`src/rtl/alu_control_seq.sv`:
```
// Control sequencer for an ALU datapath: single-cycle ops complete in IDLE,
// MULTU/DIVU iterate in MUL/DIV, then write HiLo from a one-cycle WB state.
module alu_control_seq #(
  parameter int MUL_CYCLES = 32,
  parameter int DIV_CYCLES = 32,
  parameter int CNT_W      = 8
) (
  input  logic             i_clk,
  input  logic             i_rst_n,
  input  logic             i_start,
  input  logic [5:0]       i_funct,
  input  logic             i_flush,
  output logic             o_busy,
  output logic             o_done,
  output logic             o_illegal,
  output logic [5:0]       o_sig_alu,
  output logic [5:0]       o_sig_sht,
  output logic [5:0]       o_sig_mul,
  output logic [5:0]       o_sig_div,
  output logic [1:0]       o_sig_mux,
  output logic             o_hilo_we,
  output logic [CNT_W-1:0] o_cycle_cnt
);

  localparam logic [5:0] F_AND   = 6'd36;
  localparam logic [5:0] F_OR    = 6'd37;
  localparam logic [5:0] F_ADD   = 6'd32;
  localparam logic [5:0] F_SUB   = 6'd34;
  localparam logic [5:0] F_SLT   = 6'd42;
  localparam logic [5:0] F_SRL   = 6'd2;
  localparam logic [5:0] F_MULTU = 6'd25;
  localparam logic [5:0] F_DIVU  = 6'd27;
  localparam logic [5:0] F_MFHI  = 6'd16;
  localparam logic [5:0] F_MFLO  = 6'd18;
  localparam logic [5:0] SIG_WB  = 6'b111111;

  localparam logic [CNT_W-1:0] MUL_LIM = CNT_W'(MUL_CYCLES);
  localparam logic [CNT_W-1:0] DIV_LIM = CNT_W'(DIV_CYCLES);
  localparam logic [CNT_W-1:0] CNT_ONE = CNT_W'(1);
  localparam logic [CNT_W-1:0] CNT_ZERO = '0;

  typedef enum logic [1:0] {
    ST_IDLE = 2'd0,
    ST_MUL  = 2'd1,
    ST_DIV  = 2'd2,
    ST_WB   = 2'd3
  } state_t;

  state_t           r_state, w_state_nx;
  logic [CNT_W-1:0] r_cnt, w_cnt_nx;
  logic [5:0]       r_sig, w_sig_nx;
  logic [1:0]       r_mux, w_mux_nx;
  logic             r_busy, w_busy_nx;
  logic             r_done, w_done_nx;
  logic             r_illegal, w_illegal_nx;
  logic             r_hilo_we, w_hilo_we_nx;

  // Next state and next registered outputs; everything defaults to the idle/zero pattern.
  always_comb begin
    w_state_nx   = ST_IDLE;
    w_cnt_nx     = CNT_ZERO;
    w_sig_nx     = 6'd0;
    w_mux_nx     = 2'b00;
    w_busy_nx    = 1'b0;
    w_done_nx    = 1'b0;
    w_illegal_nx = 1'b0;
    w_hilo_we_nx = 1'b0;
    case (r_state)
      ST_IDLE: begin
        if (i_flush) begin
          w_state_nx = ST_IDLE;
        end else if (i_start) begin
          case (i_funct)
            F_AND, F_OR, F_ADD, F_SUB, F_SLT, F_SRL, F_MFHI, F_MFLO: begin
              w_sig_nx  = i_funct;
              w_done_nx = 1'b1;
              case (i_funct)
                F_MFHI:  w_mux_nx = 2'b01;
                F_MFLO:  w_mux_nx = 2'b10;
                F_SRL:   w_mux_nx = 2'b11;
                default: w_mux_nx = 2'b00;
              endcase
            end
            F_MULTU: begin
              w_state_nx = ST_MUL;
              w_cnt_nx   = CNT_ONE;
              w_sig_nx   = F_MULTU;
              w_busy_nx  = 1'b1;
            end
            F_DIVU: begin
              w_state_nx = ST_DIV;
              w_cnt_nx   = CNT_ONE;
              w_sig_nx   = F_DIVU;
              w_busy_nx  = 1'b1;
            end
            default: begin
              w_illegal_nx = 1'b1;
              w_done_nx    = 1'b1;
            end
          endcase
        end else begin
          w_state_nx = ST_IDLE;
        end
      end
      ST_MUL, ST_DIV: begin
        if (i_flush) begin
          w_state_nx = ST_IDLE;
        end else if (r_cnt == ((r_state == ST_MUL) ? MUL_LIM : DIV_LIM)) begin
          w_state_nx   = ST_WB;
          w_sig_nx     = SIG_WB;
          w_hilo_we_nx = 1'b1;
          w_done_nx    = 1'b1;
          w_busy_nx    = 1'b1;
        end else begin
          // Hold the op code while iterating; a start here is simply not looked at.
          w_state_nx = r_state;
          w_cnt_nx   = r_cnt + CNT_ONE;
          w_sig_nx   = r_sig;
          w_busy_nx  = 1'b1;
        end
      end
      ST_WB: begin
        w_state_nx = ST_IDLE;
      end
      default: begin
        w_state_nx = ST_IDLE;
      end
    endcase
  end

  // State and output registers.
  always_ff @(posedge i_clk or negedge i_rst_n) begin
    if (!i_rst_n) begin
      r_state   <= ST_IDLE;
      r_cnt     <= CNT_ZERO;
      r_sig     <= 6'd0;
      r_mux     <= 2'b00;
      r_busy    <= 1'b0;
      r_done    <= 1'b0;
      r_illegal <= 1'b0;
      r_hilo_we <= 1'b0;
    end else begin
      r_state   <= w_state_nx;
      r_cnt     <= w_cnt_nx;
      r_sig     <= w_sig_nx;
      r_mux     <= w_mux_nx;
      r_busy    <= w_busy_nx;
      r_done    <= w_done_nx;
      r_illegal <= w_illegal_nx;
      r_hilo_we <= w_hilo_we_nx;
    end
  end

  assign o_busy      = r_busy;
  assign o_done      = r_done;
  assign o_illegal   = r_illegal;
  assign o_sig_alu   = r_sig;
  assign o_sig_sht   = r_sig;
  assign o_sig_mul   = r_sig;
  assign o_sig_div   = r_sig;
  assign o_sig_mux   = r_mux;
  assign o_hilo_we   = r_hilo_we;
  assign o_cycle_cnt = r_cnt;

endmodule
```
`config.mk`:
```
export PLATFORM = sky130hd
export DESIGN_NAME = alu_control_seq
export DESIGN_NICKNAME = d
export VERILOG_FILES = /design/src/rtl/alu_control_seq.sv
export SDC_FILE = /design/constraint.sdc
export NUM_CORES = 1
export LEC_CHECK = 0
export BUFFER_PORTS_ARGS = -buffer_cell sky130_fd_sc_hd__clkbuf_2
export CORE_MARGIN = 10
export CORE_UTILIZATION = 53
export DETAILED_ROUTE_END_ITERATION = 8
export GPL_TIMING_DRIVEN = 0
export PLACE_DENSITY = 0.95
export SYNTH_ARGS = -nofsm -noshare
export SYNTH_HDL_FRONTEND = slang
export SYNTH_SLANG_ARGS = --single-unit
export TNS_END_PERCENT = 100
```
`constraint.sdc`:
```
create_clock -name i_clk -period 2.38 [get_ports i_clk]
set_input_delay 0.357 -clock i_clk [delete_from_list [all_inputs] [get_ports i_clk]]
set_output_delay 0.357 -clock i_clk [all_outputs]
set_load 0.02 [all_outputs]
```
---- Word level (Yosys, flattened, before mapping) ----
Index checks and enable logic that the tools add are counted.
word-level totals
  flip-flop bits (word level) ............. 22
  bits of input ports ..................... 10
  output and inout port bits .............. 38
  logic and storage cells ................. 68
operators by class
  add/subtract/negate cells ............... 1
  eq/ne operators ......................... 15
  muxes and demuxes ....................... 39
  reduce and logical (&&, ||, !) cells .... 5
operators by type and width
  operator             number
  $eq 6x6->1 const B   5
  $eq 6x5->1 const B   4
  $mux 6               4
  $pmux 6 s3           1
  $mux 1               17
  $mux 2               8
  $mux 8               2
  $pmux 8 s2           1
  $pmux 2 s3           2
  $pmux 6 s2           1
  $reduce_or 10->1     1
  $add 8x1->8 const B  1
  $eq 8x6->1 const B   1
  $reduce_or 8->1      1
  $eq 6x2->1 const B   1
  $eq 2x2->1 const B   2
  $pmux 1 s2           2
  $pmux 2 s2           1
  $reduce_or 2->1      2
  $ne 3x3->1 const B   1
  $eq 2x1->1 const B   1
  $logic_not 2->1      1

---- Depth between registers and ports, before layout ----
Gate-level depths: netlist of run 1.
  depth in word-level cells ............... 6
  mapped depth ............................ 7
  mapped depth without buffers ............ 6

---- Least setup slack after synthesis of run 1 ----
OpenSTA, ideal clock, no wires.
  path kind ............................... flip-flop to flip-flop
  from .................................... reg r_cnt[0] (netlist: o_cycle_cnt[0])
  to ...................................... reg r_sig[1] (netlist: o_sig_alu[1])
  setup time .............................. 133 ps
  arrival time ............................ 1618 ps
  required time ........................... 2247 ps
  slack ................................... 630 ps
  cell stages (with the launch flop) ...... 7
  path buffers ............................ 0
  period minus slack after synthesis ...... 1750 ps
  cell sequence ........................... dfrtp_1 > inv_1 > ha_1 > or3b_1 > o21a_1 > a221oi_2 > a31oi_1
between the ends
  cells in the longest elaborated chain, start to end .. 2
RTL lines
  what                         line  text
  start: declaration           50    logic [CNT_W-1:0] r_cnt, w_cnt_nx;
  start signal: assignment     144   r_cnt <= w_cnt_nx;
  $eq 8x6->1                   108   end else if (r_cnt == ((r_state == ST_MUL) ? MUL_LIM : DIV_LIM)) begin
  $ne 3x3->1 (no source line)  n/a
  end signal: assignment       145   r_sig <= w_sig_nx;
  end: declaration             51    logic [5:0] r_sig, w_sig_nx;
No other way between the ends.
A chain may end at the register's enable or synchronous reset.

---- Worst setup path in the final report of run 1 ----
  from .................................... reg r_state[0]
  to ...................................... reg r_cnt[5] (netlist: o_cycle_cnt[5])
between the ends
  cells in the longest elaborated chain, start to end .. 3
  elaborated cells on any way between the ends .. 5
  those cells by class .................... 2 x eq/ne; 1 x mux; 2 x reduce/logical
RTL lines
  what                                      line  text
  start: declaration                        49    state_t r_state, w_state_nx;
  start signal: assignment                  143   r_state <= w_state_nx;
  $eq 2x1->1 or $eq 2x2->1 (tied branches)  68    case (r_state)
  $reduce_or 2->1                           68
  $pmux 8 s2 *                              68
  via w_cnt_nx[5]                           50
The timed path passes the listed nets; every way through them passes the cells marked *.

==> flow_metrics.tcl, run 1 <==
set metrics [dict create \
    status "finished with violations" \
    violations "hold timing" \
    worstPathArrival_ns 2.20 \
    holdWs_ns -0.0211 \
    synthXorXnorAreaFrac 0.0525 \
    die_x_um 70.2 \
    grt_pass1_vias 1238 \
    yosysTopAreaCellShare 0.412 \
    synth-async-reset-ratio 1.00 \
    gp_congestion 0.928 \
    drv_cap 0 \
    reg2reg_slack_ns 0.43 \
    rows 18 \
    fmaxAchievable_mhz 514 \
    start_util 0.549 \
    report.final.slew_viol_count 0 \
    dp.cells 213 \
    tightest_slew_ns 0.711 \
    cts_resized 0 \
    avgViaCountPerCell 5.94 \
    period_minus_slack_ns 1.95 \
    ir_drop_mv 0.896 \
    grt_pass1_wl_mm 6.31 \
    vias 1289 \
    fp.coreArea_mm2 0.00243 \
    worst-setup-path-type "reg -> reg" \
    numCtsBuffers 3 \
    ys_warn_count 0 \
    areaGrowthSynthToFinish_pct 23.2 \
    pin_count 48 \
    setup_ws_ns 0.433 \
    grt.total_usage 0.154 \
    reg2reg_depth 7 \
    timing.rr.start "r_state[0]$_DFFE_PN0P_" \
    drc 0 \
    synthAdderAreaFrac 0.0469 \
    power_density_mw_per_mm2 986 \
    p_leak_nw 0.873 \
    ys_types 38 \
    fin_tns_setup_ns 0 \
    synth_seq_cells 22 \
    synth-edff-count 0 \
    synth.mux.area_fraction 0 \
    skew_ns 0.0106 \
    firstDrtPassIters 5 \
    die_h_um 70.2 \
    nets 203 \
    first_iter_violations 83 \
    min_path_type "in -> async" \
    place_ws_ns 0.538 \
    yosys.area_share.simple 0.216 \
    cts_setup_buffers 0 \
    synth_common_cells "dfrtp_1, buf_4, nor2_1" \
    rsz0062_at_grt "no" \
    hold_viol_final 22 \
    portBuffers 44 \
    fill_cells 184 \
    synthCells 139 \
    synth_area_leaders "dfrtp_1, buf_4, ha_1" \
    routed_wl_mm 3.84 \
    r2r-end "o_cycle_cnt[5]$_DFF_PN0_" \
    wl_per_cell_um 17.7 \
    numClockSinks 22 \
    hpwl_mm 2.81 \
    syn_area_per_cell_um2 9.60 \
    ctsRootBufferMaster "clkbuf_4" \
    antenna_found_initial 0 \
    overflow 0 \
    h-tree-depth 1 \
    max-slew-margin-rel 0.519 \
    drive_gt1_frac 0.390 \
    synth_flop_cell "dfrtp_1" \
    path_clk_slew_ns 0.13 \
    synth_top_area_cell "dfrtp_1" \
    critPathMaxFanout 10 \
    setup_viol 0 \
    ys_seq_area_frac 0.412 \
    postCtsHoldBufs 0 \
    worst-endpoint-required_ns 2.64 \
    yosysMostFrequentCell "dfrtp_1" \
    synthesis.area_mm2 0.00134 \
    grt_max_degree 23 \
    synth_compound_area_frac 0.128 \
    cts_tree "done" \
    ant_nets 0 \
    synth_top_family_by_area "simple AND/OR/NAND/NOR gates" \
    clock_insertion_delay_worst_skew_ns 0.33 \
    finalNonFillerCells 217 \
    start_kind "flip-flop" \
    antenna_cells 0 \
    clockBufferDepth 2 \
    period_share 0.818 \
    die_area_mm2 0.00493 \
    syn-num-nets 154 \
    endpoint_kind "flip-flop" \
]
==> layout make-up <==
type | count | area (um2) | share of cell area
Multi-Input combinational cell | 86 | 593 | 0.360
Sequential cell | 22 | 551 | 0.335
Timing Repair Buffer | 44 | 220 | 0.134
Buffer | 23 | 161 | 0.0981
Tap cell | 30 | 37.5 | 0.0228
Clock inverter | 1 | 30.0 | 0.0183
Inverter | 8 | 30.0 | 0.0183
Clock buffer | 3 | 22.5 | 0.0137
==> power by group <==
group / switching (W) / leakage, nW / internal, W / total [W]
logic: 0.000482 / 0.542 / 0.000334 / 0.000816
clock network: 0.000124 / 0.0279 / 0.000171 / 0.000295
registers: 0.0000730 / 0.302 / 0.000439 / 0.000512
==> worst max-delay path, stage by stage, from the launching register on <==
cell     delay, ns
dfrtp_1       0.37
inv_1         0.07
ha_1          0.30
nor2b_1       0.43
o21a_1        0.29
buf_6         0.18
nand2_4       0.08
nor2_1        0.16
==> per-layer routing <==
metal  up-vias  GRT usage  routed length, um
li1        562          -                  -
met1       599      0.158               1340
met2       104      0.264               1850
met3        24     0.0636                467
met4         0     0.0789                174
met5         -          0                  0
==> state kept, by name (all words and copies together) (netlist names) <==
name         count
o_cycle_cnt      8
o_hilo_we        1
o_busy           1
o_sig_mux        2
o_done           1
r_state          2
o_sig_alu        6
o_illegal        1
==> per-stage QoR <==
step,total power (W),utilization,area (um2)
5_1_grt,0.00172,0.676,1650
4_1_cts,0.00162,0.676,1650
6_report,0.00162,0.676,1650
2_1_floorplan,0.00107,-,1340
3_3_place_gp,0.00131,0.655,1590
3_5_place_dp,0.00134,0.655,1590
==> worst max-delay path by stage <==
stage | start | endpoint | slack [ns] | cells past startpoint
2_1_floorplan | o_cycle_cnt[0]$_DFF_PN0_ | o_sig_alu[1]$_DFFE_PN0P_ | 0.63 | 6
3_5_place_dp | r_state[0]$_DFFE_PN0P_ | o_cycle_cnt[4]$_DFF_PN0_ | 0.54 | 7
6_report | r_state[0]$_DFFE_PN0P_ | o_cycle_cnt[5]$_DFF_PN0_ | 0.43 | 7
3_3_place_gp | r_state[0]$_DFFE_PN0P_ | o_sig_alu[3]$_DFFE_PN0P_ | 0.64 | 7
5_1_grt | r_state[0]$_DFFE_PN0P_ | o_sig_alu[5]$_DFFE_PN0P_ | 0.34 | 7
4_1_cts | r_state[0]$_DFFE_PN0P_ | o_cycle_cnt[4]$_DFF_PN0_ | 0.52 | 7
==> placed cells by master, fill, tap and decap left out, types with 4 or more instances in the layout <==
cell and n:
buf_4 18, inv_1 8, nor3_1 4, nand3_1 6
o21ai_1 4, nand2_1 6, clkbuf_1 4, nor2_1 9
dfrtp_1 22, a21oi_1 5, ha_1 5, clkbuf_2 44
xor2_1 6, and3_1 5
==> cells by family (layout without fill, tap and decap cells) <==
kind of cell | after synthesis | count (layout)
AOI/OAI and AO/OA | 24 | 24
xor gates and xnor gates | 8 | 8
adders and majority gates | 5 | 5
buffers and inverters | 31 | 79
DFF | 22 | 22
and+or+nand+nor | 49 | 49
Power figures use the tool's default switching activity.
==> inputs of run 2 (changes only) <==
- CORE_UTILIZATION: 53 -> 44
- PLACE_DENSITY: 0.95 -> 0.86
- clock period: 2.38 -> 1.7 ns (I/O delays scaled with it)
==> run 2 against run 1 <==
The run ends with setup timing left. Wire length fell by 13%. Clock skew fell by 0.0064 ns. Fmax increased by 13%. Final area is 4.6% higher. Worst hold slack better by 0.32 ns. Total power is 44% higher. Worst setup slack got worse by 0.46 ns. Sequential share of layout area decreased by 1.4 points. Largest cell class unchanged. Largest power group unchanged.
==> flow_metrics.tcl, run 2 (synthesis results as in run 1) <==
set metrics [dict create \
    antenna_found_initial 0 \
    fin_tns_setup_ns -0.0467 \
    vias 1201 \
    wl_per_cell_um 14.9 \
    path_clk_slew_ns 0.12 \
    crit_chain "inv_2 -> ha_1 -> or3b_4 -> o21a_4 -> buf_2 -> nand2_1 -> a22oi_1" \
    routed_wl_mm 3.34 \
    setup_ws_ns -0.0248 \
    numClockSinks 22 \
    h-tree-depth 1 \
    drv_cap 0 \
    ctsRootBufferMaster "clkbuf_4" \
    worstPathArrival_ns 1.92 \
    worstHoldPathCells 3 \
    numCtsBuffers 3 \
    overflow 0 \
    grt_max_degree 23 \
    drive_gt1_frac 0.446 \
    ant_nets 0 \
    die_area_mm2 0.00564 \
    hold_viol_final 0 \
    firstDrtPassIters 4 \
    rows 19 \
    start_util 0.472 \
    holdWs_ns 0.299 \
    areaGrowthSynthToFinish_pct 29.0 \
    avgViaCountPerCell 5.36 \
    start_kind "flip-flop" \
    ir_drop_mv 0.590 \
    max-slew-margin-rel 0.636 \
    r2r-end "o_sig_alu[3]$_DFFE_PN0P_" \
    reg2reg_slack_ns -0.02 \
    report.final.slew_viol_count 0 \
    fmaxAchievable_mhz 580 \
    first_iter_violations 79 \
    grt_pass1_wl_mm 4.89 \
    setup_viol 3 \
    drc 0 \
    die_h_um 75.1 \
    period_share 1.01 \
    clock_insertion_delay_worst_skew_ns 0.32 \
    p_leak_nw 0.907 \
    period_minus_slack_ns 1.72 \
    final_cell_mix "clkbuf_2, buf_4, dfrtp_1, nor2_1, inv_1" \
    grt_pass1_vias 1070 \
    portBuffers 44 \
    timing.rr.start "o_cycle_cnt[0]$_DFF_PN0_" \
    min_path_type "in -> reg" \
    critPathMaxFanout 5 \
    grt.total_usage 0.112 \
    fp.coreArea_mm2 0.00283 \
    hpwl_mm 2.49 \
    status "finished with violations" \
    skew_ns 0.00426 \
    clockBufferDepth 2 \
    hold-path-endpoint "o_sig_mux[0]$_DFF_PN0_" \
    largest_register_ffs 8 \
    endpoint_kind "flip-flop" \
    crit_slowest_cell "dfrtp_2" \
    tightest_slew_ns 0.546 \
    violations "setup timing" \
    power_density_mw_per_mm2 1360 \
    critical_path.max_stage_delay_ns 0.44 \
    mostFrequentLayoutCell "clkbuf_2" \
    reg2reg_depth 7 \
    cts_tree "done" \
    hp-start "i_funct[5]" \
    pin_count 48 \
    p_total_w 0.00234 \
    antenna_cells 0 \
    die_x_um 75.1 \
    gp_congestion 0.863 \
    worst-setup-path-type "reg -> reg" \
    worst-endpoint-required_ns 1.90 \
    nets 209 \
    rsz0062_at_grt "yes" \
]
run 2: changes by cell type in the layout (fill, tap and decap cells not counted), sizes merged:
cell and delta:
buf +6, dlygate4sd3 +1, clkbuf -1
run 2: what timing repair did:
item | 4_1_cts | 5_1_grt
hold buffers | 1 | 0
pin swaps | 0 | 2
setup buffers | 2 | 3
setup endpoints to repair | 16 | 13
resized for setup | 2 | 3
hold endpoints to repair | 22 | 0
cloned | 0 | 1
run 2: stage by stage:
stage          setup slack [ns]  instances  utilization  area, um2
5_1_grt                 -0.0970        224        0.609       1720
2_1_floorplan           0.00882        139            -       1340
3_3_place_gp            -0.0518        214        0.565       1600
3_5_place_dp             -0.105        214        0.565       1600
6_report                -0.0248        224        0.609       1720
4_1_cts                 0.00795        221        0.595       1680
run 2: layout make-up:
type,count,area [um2]
plain buffers,22,158
repair buffers,51,273
clock inverters,1,30.0
clock buffers,3,22.5
multi-input cells,86,618
flip-flops and latches,22,552
well taps,31,38.8
inverters,8,30.0
fillers,223,1110
run 2: critical path, delay by kind of cell, from the launching register on:
kind / cells / cell delay [ns]
AND/OR/NAND/NOR: 2 / 0.49
flip-flops: 1 / 0.44
AO/OA/AOI/OAI: 2 / 0.32
buffers and inverters: 2 / 0.22
adder cells (fa/ha/maj): 1 / 0.13
run 2: worst max path at each step:
stage | startpoint | end | slack [ns] | cells after the start
global placement | r_state[0]$_DFFE_PN0P_ | o_sig_alu[0]$_DFFE_PN0P_ | -0.05 | 7
global route | o_cycle_cnt[0]$_DFF_PN0_ | o_sig_alu[3]$_DFFE_PN0P_ | -0.1 | 7
finish | o_cycle_cnt[0]$_DFF_PN0_ | o_sig_alu[3]$_DFFE_PN0P_ | -0.02 | 7
CTS | o_cycle_cnt[4]$_DFF_PN0_ | o_sig_alu[1]$_DFFE_PN0P_ | 0.008 | 4
detailed placement | r_state[0]$_DFFE_PN0P_ | o_sig_alu[0]$_DFFE_PN0P_ | -0.10 | 7
floorplan | o_cycle_cnt[4]$_DFF_PN0_ | o_sig_alu[1]$_DFFE_PN0P_ | 0.009 | 4
run 2: power breakdown:
group          total (W)  internal (W)  switching, W
Clock           0.000404      0.000239      0.000165
Sequential      0.000710      0.000616     0.0000937
Combinational    0.00123      0.000528      0.000700
run 2: per-layer routing:
metal,routed length [um],share of wire,GRT usage,vias to the layer above
met1,1310,0.39,0.126,564
li1,-,-,-,573
met5,0,0,0,-
met2,1630,0.49,0.183,57
met3,314,0.094,0.0315,7
met4,95,0.028,0.0714,0
